File: src/rtl/mc_sequencer.sv
// Multi-cycle FETCH/DECODE/EXEC/MEM/WB control FSM for the RV32 core.
// Optional feature: define ILLEGAL_TRAP_EN to trap illegal opcodes (adds the trap port).
module mc_sequencer #(
  parameter logic [31:0] RESET_PC    = 32'h0000_0000,
  parameter int          MEM_TIMEOUT = 0
) (
  input  logic        clk,
  input  logic        rst,
  input  logic        run,
  input  logic [6:0]  op,
  input  logic        Reg_load,
  input  logic        mem_load,
  input  logic        do_store,
  input  logic        jump,
  input  logic        ALUbnc,
  input  logic        br_taken,
  input  logic        imem_ready,
  input  logic        dmem_ready,
  output logic        imem_req,
  output logic        dmem_req,
  output logic        dmem_we,
  output logic        ir_we,
  output logic        pc_we,
  output logic        pc_sel,
  output logic [31:0] pc_init,
  output logic        rf_we,
  output logic        retire,
  output logic        mem_err,
`ifdef ILLEGAL_TRAP_EN
  output logic        trap,
`endif
  output logic [2:0]  state
);

  localparam logic [2:0] S_IDLE   = 3'd0;
  localparam logic [2:0] S_FETCH  = 3'd1;
  localparam logic [2:0] S_DECODE = 3'd2;
  localparam logic [2:0] S_EXEC   = 3'd3;
  localparam logic [2:0] S_MEM    = 3'd4;
  localparam logic [2:0] S_WB     = 3'd5;
  localparam logic [2:0] S_HALT   = 3'd6;
`ifdef ILLEGAL_TRAP_EN
  localparam logic [2:0] S_TRAP   = 3'd7;
`endif

  logic [2:0] state_nxt;
  logic       legal;
  logic       commit;
  logic       timeout;
  logic       sel_q;
  logic       store_q;
  logic       rfw_q;
  logic       mem_err_q;

  always_comb begin
    legal = 1'b0;
    case (op)
      7'b0000011, 7'b0100011, 7'b0010011, 7'b0110011,
      7'b1101111, 7'b1100111, 7'b1100011: legal = 1'b1;
      default: legal = 1'b0;
    endcase
  end

  // Timeout counter runs only while a request is outstanding without ready.
  generate
    if (MEM_TIMEOUT > 0) begin : g_timeout
      localparam int CW = $clog2(MEM_TIMEOUT + 1);
      logic [CW-1:0] cnt;
      logic          waiting;

      assign waiting = (imem_req & ~imem_ready) | (dmem_req & ~dmem_ready);
      assign timeout = waiting & (cnt == CW'(MEM_TIMEOUT - 1));

      always_ff @(posedge clk or posedge rst) begin
        if (rst)                          cnt <= '0;
        else if (!waiting)                cnt <= '0;
        else if (cnt != CW'(MEM_TIMEOUT)) cnt <= cnt + CW'(1);
      end
    end else begin : g_no_timeout
      assign timeout = 1'b0;
    end
  endgenerate

  assign imem_req = (state == S_FETCH);
  assign ir_we    = imem_req & imem_ready;
  assign dmem_req = (state == S_MEM);
  assign dmem_we  = dmem_req & store_q;
  assign commit   = (state == S_WB) | (dmem_req & dmem_ready & store_q);
  assign pc_we    = commit;
  assign retire   = commit;
  assign rf_we    = commit & rfw_q;
  assign pc_sel   = sel_q;
  assign pc_init  = RESET_PC;
  assign mem_err  = mem_err_q;
`ifdef ILLEGAL_TRAP_EN
  assign trap     = (state == S_TRAP);
`endif

  always_comb begin
    state_nxt = state;
    case (state)
      S_IDLE:   if (run) state_nxt = S_FETCH;
      S_FETCH: begin
        if (imem_ready)   state_nxt = S_DECODE;
        else if (timeout) state_nxt = S_HALT;
      end
`ifdef ILLEGAL_TRAP_EN
      S_DECODE: state_nxt = legal ? S_EXEC : S_TRAP;
      S_TRAP:   state_nxt = S_TRAP;
`else
      S_DECODE: state_nxt = S_EXEC;
`endif
      S_EXEC:   state_nxt = (legal & (mem_load | do_store)) ? S_MEM : S_WB;
      S_MEM: begin
        if (dmem_ready) begin
          if (store_q) state_nxt = run ? S_FETCH : S_HALT;
          else         state_nxt = S_WB;
        end else if (timeout) begin
          state_nxt = S_HALT;
        end
      end
      S_WB:     state_nxt = run ? S_FETCH : S_HALT;
      S_HALT:   if (run) state_nxt = S_FETCH;
      default:  state_nxt = S_IDLE;
    endcase
  end

  // Decoder flags are captured in EXEC so MEM/commit see stable values;
  // an illegal op (non-trap build) is forced to behave as a NOP.
  always_ff @(posedge clk or posedge rst) begin
    if (rst) begin
      state     <= S_IDLE;
      sel_q     <= 1'b0;
      store_q   <= 1'b0;
      rfw_q     <= 1'b0;
      mem_err_q <= 1'b0;
    end else begin
      state <= state_nxt;
      if (state == S_EXEC) begin
        sel_q   <= legal & (jump | (ALUbnc & br_taken));
        store_q <= legal & do_store;
        rfw_q   <= legal & Reg_load;
      end
      if (timeout) mem_err_q <= 1'b1;
    end
  end

endmodule

File: config.mk
export PLATFORM = sky130hd
export DESIGN_NAME = mc_sequencer
export DESIGN_NICKNAME = d
export VERILOG_FILES = /design/src/rtl/mc_sequencer.sv
export SDC_FILE = /design/constraint.sdc
export NUM_CORES = 1
export LEC_CHECK = 0
export CELL_PAD_IN_SITES_DETAIL_PLACEMENT = 1
export CELL_PAD_IN_SITES_GLOBAL_PLACEMENT = 1
export CORE_ASPECT_RATIO = 0.9
export CORE_MARGIN = 3
export CORE_UTILIZATION = 19
export CTS_BUF_LIST = sky130_fd_sc_hd__clkbuf_8
export DETAILED_ROUTE_END_ITERATION = 10
export MAX_ROUTING_LAYER = met4
export PLACE_DENSITY_LB_ADDON = 0.1
export SLEW_MARGIN = 40
export SYNTH_ARGS = -nofsm -noshare
export SYNTH_HDL_FRONTEND = slang
export SYNTH_SLANG_ARGS = --single-unit
File: constraint.sdc
create_clock -name clk -period 1.2 [get_ports clk]
set_input_delay 0.24 -clock clk [delete_from_list [all_inputs] [get_ports clk]]
set_output_delay 0.24 -clock clk [all_outputs]
set_load 0.02 [all_outputs]
==> summary.md, run 1 <==
| Metric | Value |
|---|---|
| Final setup fails | `13` |
| Clock Path Buffers | `2` |
| Core box area | `~3500 sq um` |
| Die area | `4500 sq um` |
| DRC | `0` |
| EDFF count, synth | `0` |
| DR pass1 iterations | `6` |
| Diodes inserted | `0` |
| Max Cap Viol | `0` |
| WL per Instance | `11.4 um` |
| Ys flop type | `dfrtp_1` |
| Setup ws final | `-0.234 ns` |
| Initial drt markers | `6` |
| DRT antenna net count | `0` |
| Most frequent cells in the layout | `33 x conb_1, 15 x buf_6, 10 x buf_4, 9 x nand2_1, 8 x clkdlybuf4s50_1` |
| Vias/cell | `just under 4` |
| Hold Worst Slack | `roughly 0.24 ns` |
| Met3 Use GR | `0.0204` |
| Tot Pwr | `2330 uW` |
| Async set or reset register ratio after synthesis | `1.00` |
| Inserted Clock Buffers | `3` |
| Horiz. Die Dim | `a little over 70 um` |
| CTS root buffer | `clkbuf_8` |
| Setup crit end kind | `output pin` |
| Worst-skew pair later-pin latency | `around 0.22 ns` |
| Worst Skew | `approximately 0.0011 ns` |
| Register area share after synthesis | `0.212` |
| Netlist Area Pre-Place | `between 700 and 800 sq um` |
| Share of cells above drive strength 1 | `0.368` |
| Setup TNS | `-2.00 ns` |
| Total Routing Usage GR | `0.0859` |
| Reg-to-reg slack, setup | `-0.23 ns` |
| Slew Viols, Final | `0` |
| Antenna violations before repair | `0` |
| CTS tree | `built` |
| Fmax | `698 MHz` |
| Library cells used by synthesis | `23` |
| Post-synthesis register bit count | `6` |
| CTS H-Tree Depth | `1` |
| Final layout net count | `roughly 160` |
| Yosys warns | `0` |
| Failing checks | `negative setup slack` |
| Leak Pwr | `0.000637 uW` |
| Mapped Cells | `between 90 and 100` |
| Number of global-route vias before repair | `590` |
| Maximum fanout along the worst path | `5` |
| Status | `finished, violations left` |
| Final HPWL DP | `about 1600 um` |
| Pre-CTS WS | `-0.852 ns` |
| Critical path class | `reg2out` |
| Initial Util | `0.204` |
| Startpoint types | `flop` |
| Busiest metal layer after global routing | `met2` |
| Largest net degree at the start of global routing | `8` |
| Req. time, crit path | `roughly 0.96 ns` |
| Avg Synthesized Cell Area | `approximately 7.6 sq um` |
| Power Density | `approximately 2000 nW/um^2` |
| Hold-fix buffers, CTS | `0` |
| I/O pins | `62` |
| Fin. Hold Viols | `0` |
| Placed Area | `1020 sq um` |
| Tcrit/Tclk final | `1.19` |
| VDD IR max | `around 630 uV` |
| Row count | `20` |
| GPL Wtd Cong | `approximately 0.71` |
| Final Cell Area | `roughly 1200 sq um` |
| PortBufs | `28` |
| Reg clk slew, reported paths | `approximately 0.040 ns` |
| Total congestion overflow | `0` |
| First-pass GRT wire length | `2940 um` |
| Tmin final | `1.43 ns` |
| Clock sinks | `6` |
| Detailed Route WL | `2040 um` |
| Met2 Track Usage GR | `0.134` |
| DIE HEIGHT | `64.0 um` |
| GR Layer Usage met1 | `0.100` |
| Crit path DAT | `approximately 1.2 ns` |
| Worst Hold Class | `in2async` |
| Unrepaired setup endpoints after global routing | `yes` |
| Most common cell after layout, fill and taps aside | `conb_1` |
| Synth-to-Final Area Change | `67.2%` |
| Vias after detailed routing | `around 690` |
==> flip-flops by register name (all words and copies together), names as in the netlist <==
signal and count:
pc_sel 1, store_q 1, rfw_q 1, state 3
==> final timing paths <==
kind / start / end / cells past startpoint
setup / recovery: state[1] / rf_we / 3
hold / removal: rst / state[1] / 2
setup reg to reg: state[1] / state[0] / 4
hold reg to reg: pc_sel / pc_sel / 2
max in group asynchronous: rst / state[2] / 2
min in group clk: pc_sel / pc_sel / 2
==> cell usage after synthesis (all sizes together) (2+ instances only) <==
master | number | area share
nor2 | 5 | 0.026
nor2b | 3 | 0.026
inv | 3 | 0.016
dfrtp | 6 | 0.21
and2 | 3 | 0.026
o21ai | 8 | 0.056
nand2 | 11 | 0.058
nor3b | 2 | 0.021
buf | 37 | 0.39
a21oi | 4 | 0.028
==> power breakdown <==
group	internal, uW	switching (uW)
logic	798	769
clock network	220	94.2
registers	300	146
total	1320	1010
==> metrics by stage <==
step | utilization | instances
finish | 0.341 | 180
detailed placement | 0.293 | 171
floorplan | - | 125
global route | 0.341 | 180
CTS | 0.312 | 177
global placement | 0.293 | 171
==> final cells by class <==
cell class	instances	area, sq um
multi-input combinational	79	482
clock inverter	1	3.75
fill	418	2290
inverter	3	11.3
clock buffer	3	41.3
timing repair buffer	44	439
tap	44	55.1
sequential	6	154
==> metal layers <==
layer  vias to the layer above  wire (um)
met5                         -          0
met3                         6        164
li1                        327          -
met1                       327        805
met2                        33       1010
met4                         0         64
==> repair_timing <==
action	4_1_cts	5_1_grt
setup endpoints to repair	16	15
pin swaps	6	5
buffers inserted	2	4
resized for setup	61	28
==> kinds of logic (layout without fill, tap and decap cells) <==
family                 count (synthesis)  in the layout  synth area share
flip-flops                             6              6             0.212
AO/OA/AOI/OAI                         19             19             0.183
AND/OR/NAND/NOR                       27             27             0.196
buffers and inverters                 40             51             0.404
other                                  1             33           0.00529
==> critical path, cell delays in order (launching register included) <==
cell and delay (ns):
dfrtp_2 0.48, nor3b_4 0.22, and2_4 0.16, buf_6 0.11
Power figures use the tool's default switching activity.
==> run 2, diff against run 1 <==
--- a/config.mk
+++ b/config.mk
@@ -5,13 +5,15 @@
 export SDC_FILE = /design/constraint.sdc
 export NUM_CORES = 1
 export LEC_CHECK = 0
+export ABC_CLOCK_PERIOD_IN_PS = 1200
 export CELL_PAD_IN_SITES_DETAIL_PLACEMENT = 1
 export CELL_PAD_IN_SITES_GLOBAL_PLACEMENT = 1
 export CORE_ASPECT_RATIO = 0.9
-export CORE_MARGIN = 3
+export CORE_MARGIN = 2
 export CORE_UTILIZATION = 19
 export CTS_BUF_LIST = sky130_fd_sc_hd__clkbuf_8
 export DETAILED_ROUTE_END_ITERATION = 10
+export HOLD_SLACK_MARGIN = 0.15
 export MAX_ROUTING_LAYER = met4
 export PLACE_DENSITY_LB_ADDON = 0.1
 export SLEW_MARGIN = 40
==> summary.md, run 2 (same netlist as run 1, synthesis figures left out) <==
| Metric | Value |
|---|---|
| Total congestion overflow | `0 (unchanged)` |
| DRT antenna net count | `0 (unchanged)` |
| Unrepaired setup endpoints after global routing | `yes` |
| Fmax | `693 MHz (-0.66%)` |
| Leak Pwr | `0.000579 uW (-9.0%)` |
| DR pass1 iterations | `4 (-2)` |
| VDD IR max | `508 uV (-20%)` |
| Placed cell count | `173 (+1.2%)` |
| CTS H-Tree Depth | `1 (unchanged)` |
| Initial drt markers | `11 (+5)` |
| Critical path class | `reg2out` |
| Detailed Route WL | `1750 um (-14%)` |
| Initial Util | `0.194 (-0.00971)` |
| Fin. Hold Viols | `0 (unchanged)` |
| Hold-fix buffers, CTS | `0 (unchanged)` |
| Final HPWL DP | `1450 um (-8.3%)` |
| Maximum fanout along the worst path | `5 (unchanged)` |
| Power Density | `1980 nW/um^2 (+0.97%)` |
| Worst Skew | `0.00636 ns (+0.00521 ns)` |
| Req. time, crit path | `0.96 ns (about the same)` |
| Setup ws final | `-0.243 ns (-0.00954 ns)` |
| Max Cap Viol | `0 (unchanged)` |
| Number of global-route vias before repair | `593 (+0.51%)` |
| Worst Hold Class | `in2async` |
| Horiz. Die Dim | `68.4 um (-2.8%)` |
| Biggest register | `state` |
| Row count | `21 (+5.0%)` |
| Final Cell Area | `1160 sq um (-2.5%)` |
| Clock Path Buffers | `2 (unchanged)` |
| Failing checks | `negative setup slack` |
| DRC | `0 (unchanged)` |
| Slew Viols, Final | `0 (unchanged)` |
| Final setup fails | `11 (-2)` |
| Core box area | `3650 sq um (+5.0%)` |
| Crit path DAT | `1.20 ns (about the same)` |
| Max reg flops | `3 (unchanged)` |
| Clock sinks | `6 (unchanged)` |
| Synth-to-Final Area Change | `63.0%` |
| Pre-CTS WS | `-0.873 ns (-0.0213 ns)` |
| Non-Filler Instances | `183 (+1.7%)` |
| WL per Instance | `9.55 um (-16%)` |
| Final layout net count | `156 (+0.65%)` |
| I/O pins | `62 (unchanged)` |
| Tmin final | `1.44 ns (+0.00954 ns)` |
| Diodes inserted | `0 (unchanged)` |
| Reg clk slew, reported paths | `0.04 ns (about the same)` |
| GPL Wtd Cong | `0.701 (-1.7%)` |
| Most common cell after layout, fill and taps aside | `conb_1` |
| Worst-skew pair later-pin latency | `0.22 ns (about the same)` |
| Vias after detailed routing | `680 (-1.9%)` |
| Die area | `4240 sq um (-5.9%)` |
| CTS tree | `built` |
| Share of cells above drive strength 1 | `0.387 (+0.0192)` |
| Status | `finished, violations left` |
| Tcrit/Tclk final | `1.20 (+0.00795)` |
| Inserted Clock Buffers | `3 (unchanged)` |
| Total Routing Usage GR | `0.0907 (+0.00478)` |
| PortBufs | `28 (unchanged)` |
| Vias/cell | `3.72 (-3.5%)` |
| Largest net degree at the start of global routing | `8 (unchanged)` |
| Most frequent cells in the layout | `33 x conb_1, 14 x buf_4, 11 x clkdlybuf4s50_1, 10 x buf_6, 8 x nand2_1` |
| CTS root buffer | `clkbuf_8` |
| Startpoint types | `flop` |
| Placed Area | `1020 sq um (+0.25%)` |
| DIE HEIGHT | `62.0 um (-3.1%)` |
| Setup crit end kind | `output pin` |
| Antenna violations before repair | `0 (unchanged)` |
| First-pass GRT wire length | `2790 um (-5.2%)` |
-- run 2: cell count changes in the layout (fill, tap and decap cells not counted), sizes merged --
cell,previous run,this run
dlygate4sd2,4,7
dlymetal6s2s,6,0
clkdlybuf4s50,8,11
buf,26,27
-- run 2: power breakdown --
part	leakage, uW	switching (uW)	internal [uW]
registers	0.0000744	145	300
logic	0.000478	766	767
clock network	0.0000269	92.8	220
total	0.000579	1000	1290
-- run 2: layer usage --
layer  track usage  routed length, um
met1         0.117                786
met2         0.146                802
met3        0.0162                139
met4        0.0257                 19
met5             -                  0
-- run 2: metrics by stage --
stage / setup TNS (ns) / utilization / power [uW] / hold WS (ns)
2_1_floorplan: -0.859 / - / 1330 / 0.0308
3_3_place_gp: -6.35 / 0.280 / 1730 / 0.470
3_5_place_dp: -6.53 / 0.280 / 1730 / 0.472
4_1_cts: -2.48 / 0.308 / 2210 / 0.246
5_1_grt: -2.24 / 0.317 / 2470 / 0.263
6_report: -1.48 / 0.317 / 2290 / 0.234
-- run 2: path summary, 6_finish.rpt --
kind,from,endpoint,slack [ns],cells past startpoint
max reg2reg,state[1],state[0],-0.11,4
min in group clk,pc_sel,pc_sel,0.47,2
min,rst,rfw_q,0.23,2
max,state[0],rf_we,-0.24,4
max in group asynchronous,rst,state[2],0.75,2
min reg2reg,pc_sel,pc_sel,0.47,2
-- run 2: final cells by class --
class	instances	area, sq um
Fill cell	447	2500
Multi-Input combinational cell	79	484
Timing Repair Buffer	45	404
Sequential cell	6	154
Tap cell	46	57.6
Clock buffer	3	41.3
Inverter	3	11.3
Clock inverter	1	3.75
-- run 2: repair_timing --
item / 4_1_cts / 5_1_grt
pin swaps: 7 / 11
buffers inserted: 6 / 1
resized for setup: 67 / 17
setup endpoints to repair: 16 / 15
-- run 2: critical path, cell delays in order, from the launching register on --
cell and delay (ns):
dfrtp_2 0.44, a21oi_4 0.05, nor3b_4 0.22, and2_4 0.17, buf_6 0.10
==> run 3, diff against run 2 <==
--- a/config.mk
+++ b/config.mk
@@ -12,7 +12,9 @@
 export CORE_MARGIN = 2
 export CORE_UTILIZATION = 19
 export CTS_BUF_LIST = sky130_fd_sc_hd__clkbuf_8
+export CTS_CLUSTER_DIAMETER = 30
 export DETAILED_ROUTE_END_ITERATION = 10
+export GPL_TIMING_DRIVEN = 0
 export HOLD_SLACK_MARGIN = 0.15
 export MAX_ROUTING_LAYER = met4
 export PLACE_DENSITY_LB_ADDON = 0.1
==> summary.md, run 3 (same netlist as run 1, synthesis figures left out) <==
| Metric | Value |
|---|---|
| Status | `finished, violations left` |
| Failing checks | `negative setup slack` |
| RR Endpoint | `state[0]` |
| VDD IR max | `384 uV (-24%)` |
| Initial Util | `0.194 (unchanged)` |
| Worst Hold Class | `in2async` |
| Final core occ | `0.380 (+0.0630)` |
| Worst Skew | `0.00293 ns (-0.00343 ns)` |
| Final layout net count | `185 (+19%)` |
| Crit path DAT | `1.27 ns (+0.07 ns)` |
| Tmin final | `1.51 ns (+0.0623 ns)` |
| Number of global-route vias before repair | `706 (+19%)` |
| Fmax | `664 MHz (-4.1%)` |
| CTS root buffer | `clkbuf_8` |
| Reg-to-reg slack, setup | `-0.12 ns (about the same)` |
| CTS tree | `built` |
| Inserted Clock Buffers | `3 (unchanged)` |
| Power Density | `1730 nW/um^2 (-13%)` |
| Startpoint types | `flop` |
| Slowest stage delay, CP | `0.41 ns (-0.03 ns)` |
| Max Cap Viol | `0 (unchanged)` |
| Unrepaired setup endpoints after global routing | `yes` |
| Initial drt markers | `14 (+3)` |
| Die area | `4240 sq um (unchanged)` |
| First-pass GRT wire length | `2930 um (+5.0%)` |
| I/O pins | `62 (unchanged)` |
| Setup ws final | `-0.305 ns (-0.0623 ns)` |
| Slew Viols, Final | `0 (unchanged)` |
| CTS H-Tree Depth | `1 (unchanged)` |
| DR pass1 iterations | `4 (unchanged)` |
| Share of cells above drive strength 1 | `0.470 (+0.0830)` |
| Largest net degree at the start of global routing | `9 (+1)` |
| Fin. Hold Viols | `0 (unchanged)` |
| PortBufs | `28 (unchanged)` |
| Total Routing Usage GR | `0.0934 (+0.00268)` |
| Diodes inserted | `0 (unchanged)` |
| Tcrit/Tclk final | `1.25 (+0.0519)` |
| Row count | `21 (unchanged)` |
| Clock sinks | `6 (unchanged)` |
| Pre-CTS WS | `-0.932 ns (-0.0588 ns)` |
| GPL Wtd Cong | `0.758 (+8.1%)` |
| Fill count | `449 (+0.45%)` |
| Hold Worst Slack | `0.240 ns (+0.00575 ns)` |
| Most frequent cells in the layout | `40 x buf_4, 33 x conb_1, 11 x buf_6, 10 x nand2_1, 10 x clkdlybuf4s50_1` |
| Setup crit end kind | `output pin` |
| Req. time, crit path | `0.96 ns (about the same)` |
| Total congestion overflow | `0 (unchanged)` |
| Antenna violations before repair | `0 (unchanged)` |
| Final HPWL DP | `1520 um (+4.9%)` |
| Crit path cell chain | `buf_8, nor3b_4, and2_4, buf_6` |
| Reg-to-reg startpoint | `state[1]` |
| Slowest-stage cell, CP | `dfrtp_2` |
| Core box area | `3650 sq um (unchanged)` |
| Horiz. Die Dim | `68.4 um (unchanged)` |
| Vias after detailed routing | `770 (+13%)` |
| DIE HEIGHT | `62.0 um (unchanged)` |
| Final setup fails | `12 (+1)` |
| Leak Pwr | `0.000741 uW (+28%)` |
| Biggest register | `state` |
| Reg2reg path depth | `6 (+2)` |
| Vias/cell | `3.63 (-2.3%)` |
| Critical path class | `reg2out` |
| Most common cell after layout, fill and taps aside | `buf_4` |
| Detailed Route WL | `1830 um (+4.7%)` |
| Maximum fanout along the worst path | `7 (+2)` |
| Max reg flops | `3 (unchanged)` |
| Setup TNS | `-1.96 ns (-0.478 ns)` |
| Hold-fix buffers, CTS | `0 (unchanged)` |
| Synth-to-Final Area Change | `95.4%` |
| Worst-skew pair later-pin latency | `0.22 ns (about the same)` |
| Reg clk slew, reported paths | `0.04 ns (about the same)` |
| DRT antenna net count | `0 (unchanged)` |
| Clock Path Buffers | `2 (unchanged)` |
| WL per Instance | `8.64 um (-9.6%)` |
| DRC | `0 (unchanged)` |
run 3: cell type report:
type	count	area, sq um	area share
plain buffers	37	293	0.211
clock buffers	3	41.3	0.0298
clock inverters	1	3.75	0.00271
inverters	3	11.3	0.00812
multi-input cells	79	479	0.346
flip-flops and latches	6	155	0.112
well taps	46	57.6	0.0415
repair buffers	37	345	0.249
run 3: repair_timing:
item / CTS / global route
pin swaps: 15 / 5
endpoints found under the setup margin: 16 / 15
resized for setup: 71 / 4
buffers inserted: 9 / 0
run 3: worst max-delay path by stage:
| stage | cells after the start | startpoint | end |
|---|---|---|---|
| 3_5_place_dp | 5 | dmem_ready | rf_we |
| 4_1_cts | 4 | state[1] | rf_we |
| 6_report | 4 | state[1] | rf_we |
| 3_3_place_gp | 5 | dmem_ready | rf_we |
| 2_1_floorplan | 4 | state[0] | rf_we |
| 5_1_grt | 4 | state[1] | rf_we |
run 3: power breakdown:
part | switching [uW] | internal (uW)
Combinational | 835 | 873
Sequential | 79.7 | 303
Clock | 86.4 | 220
run 3: metal layers:
| metal | vias to the layer above | GRT usage | part of all wire |
|---|---|---|---|
| met5 | - | - | 0 |
| met4 | 0 | 0.0429 | 0.010 |
| met3 | 2 | 0.0108 | 0.063 |
| met2 | 36 | 0.162 | 0.51 |
| met1 | 347 | 0.108 | 0.42 |
| li1 | 385 | - | - |
run 3: metrics by stage:
step	area (sq um)	total power [uW]	cells
global route	1390	2590	212
floorplan	891	1330	125
global placement	1230	1740	199
finish	1390	2400	212
detailed placement	1230	1770	199
CTS	1370	2380	212
run 3: critical path, delay by kind of cell (launching register included):
kind	cells	cell delay (ns)
AND/OR/NAND/NOR	2	0.39
buffers and inverters	2	0.24
flip-flops	1	0.41
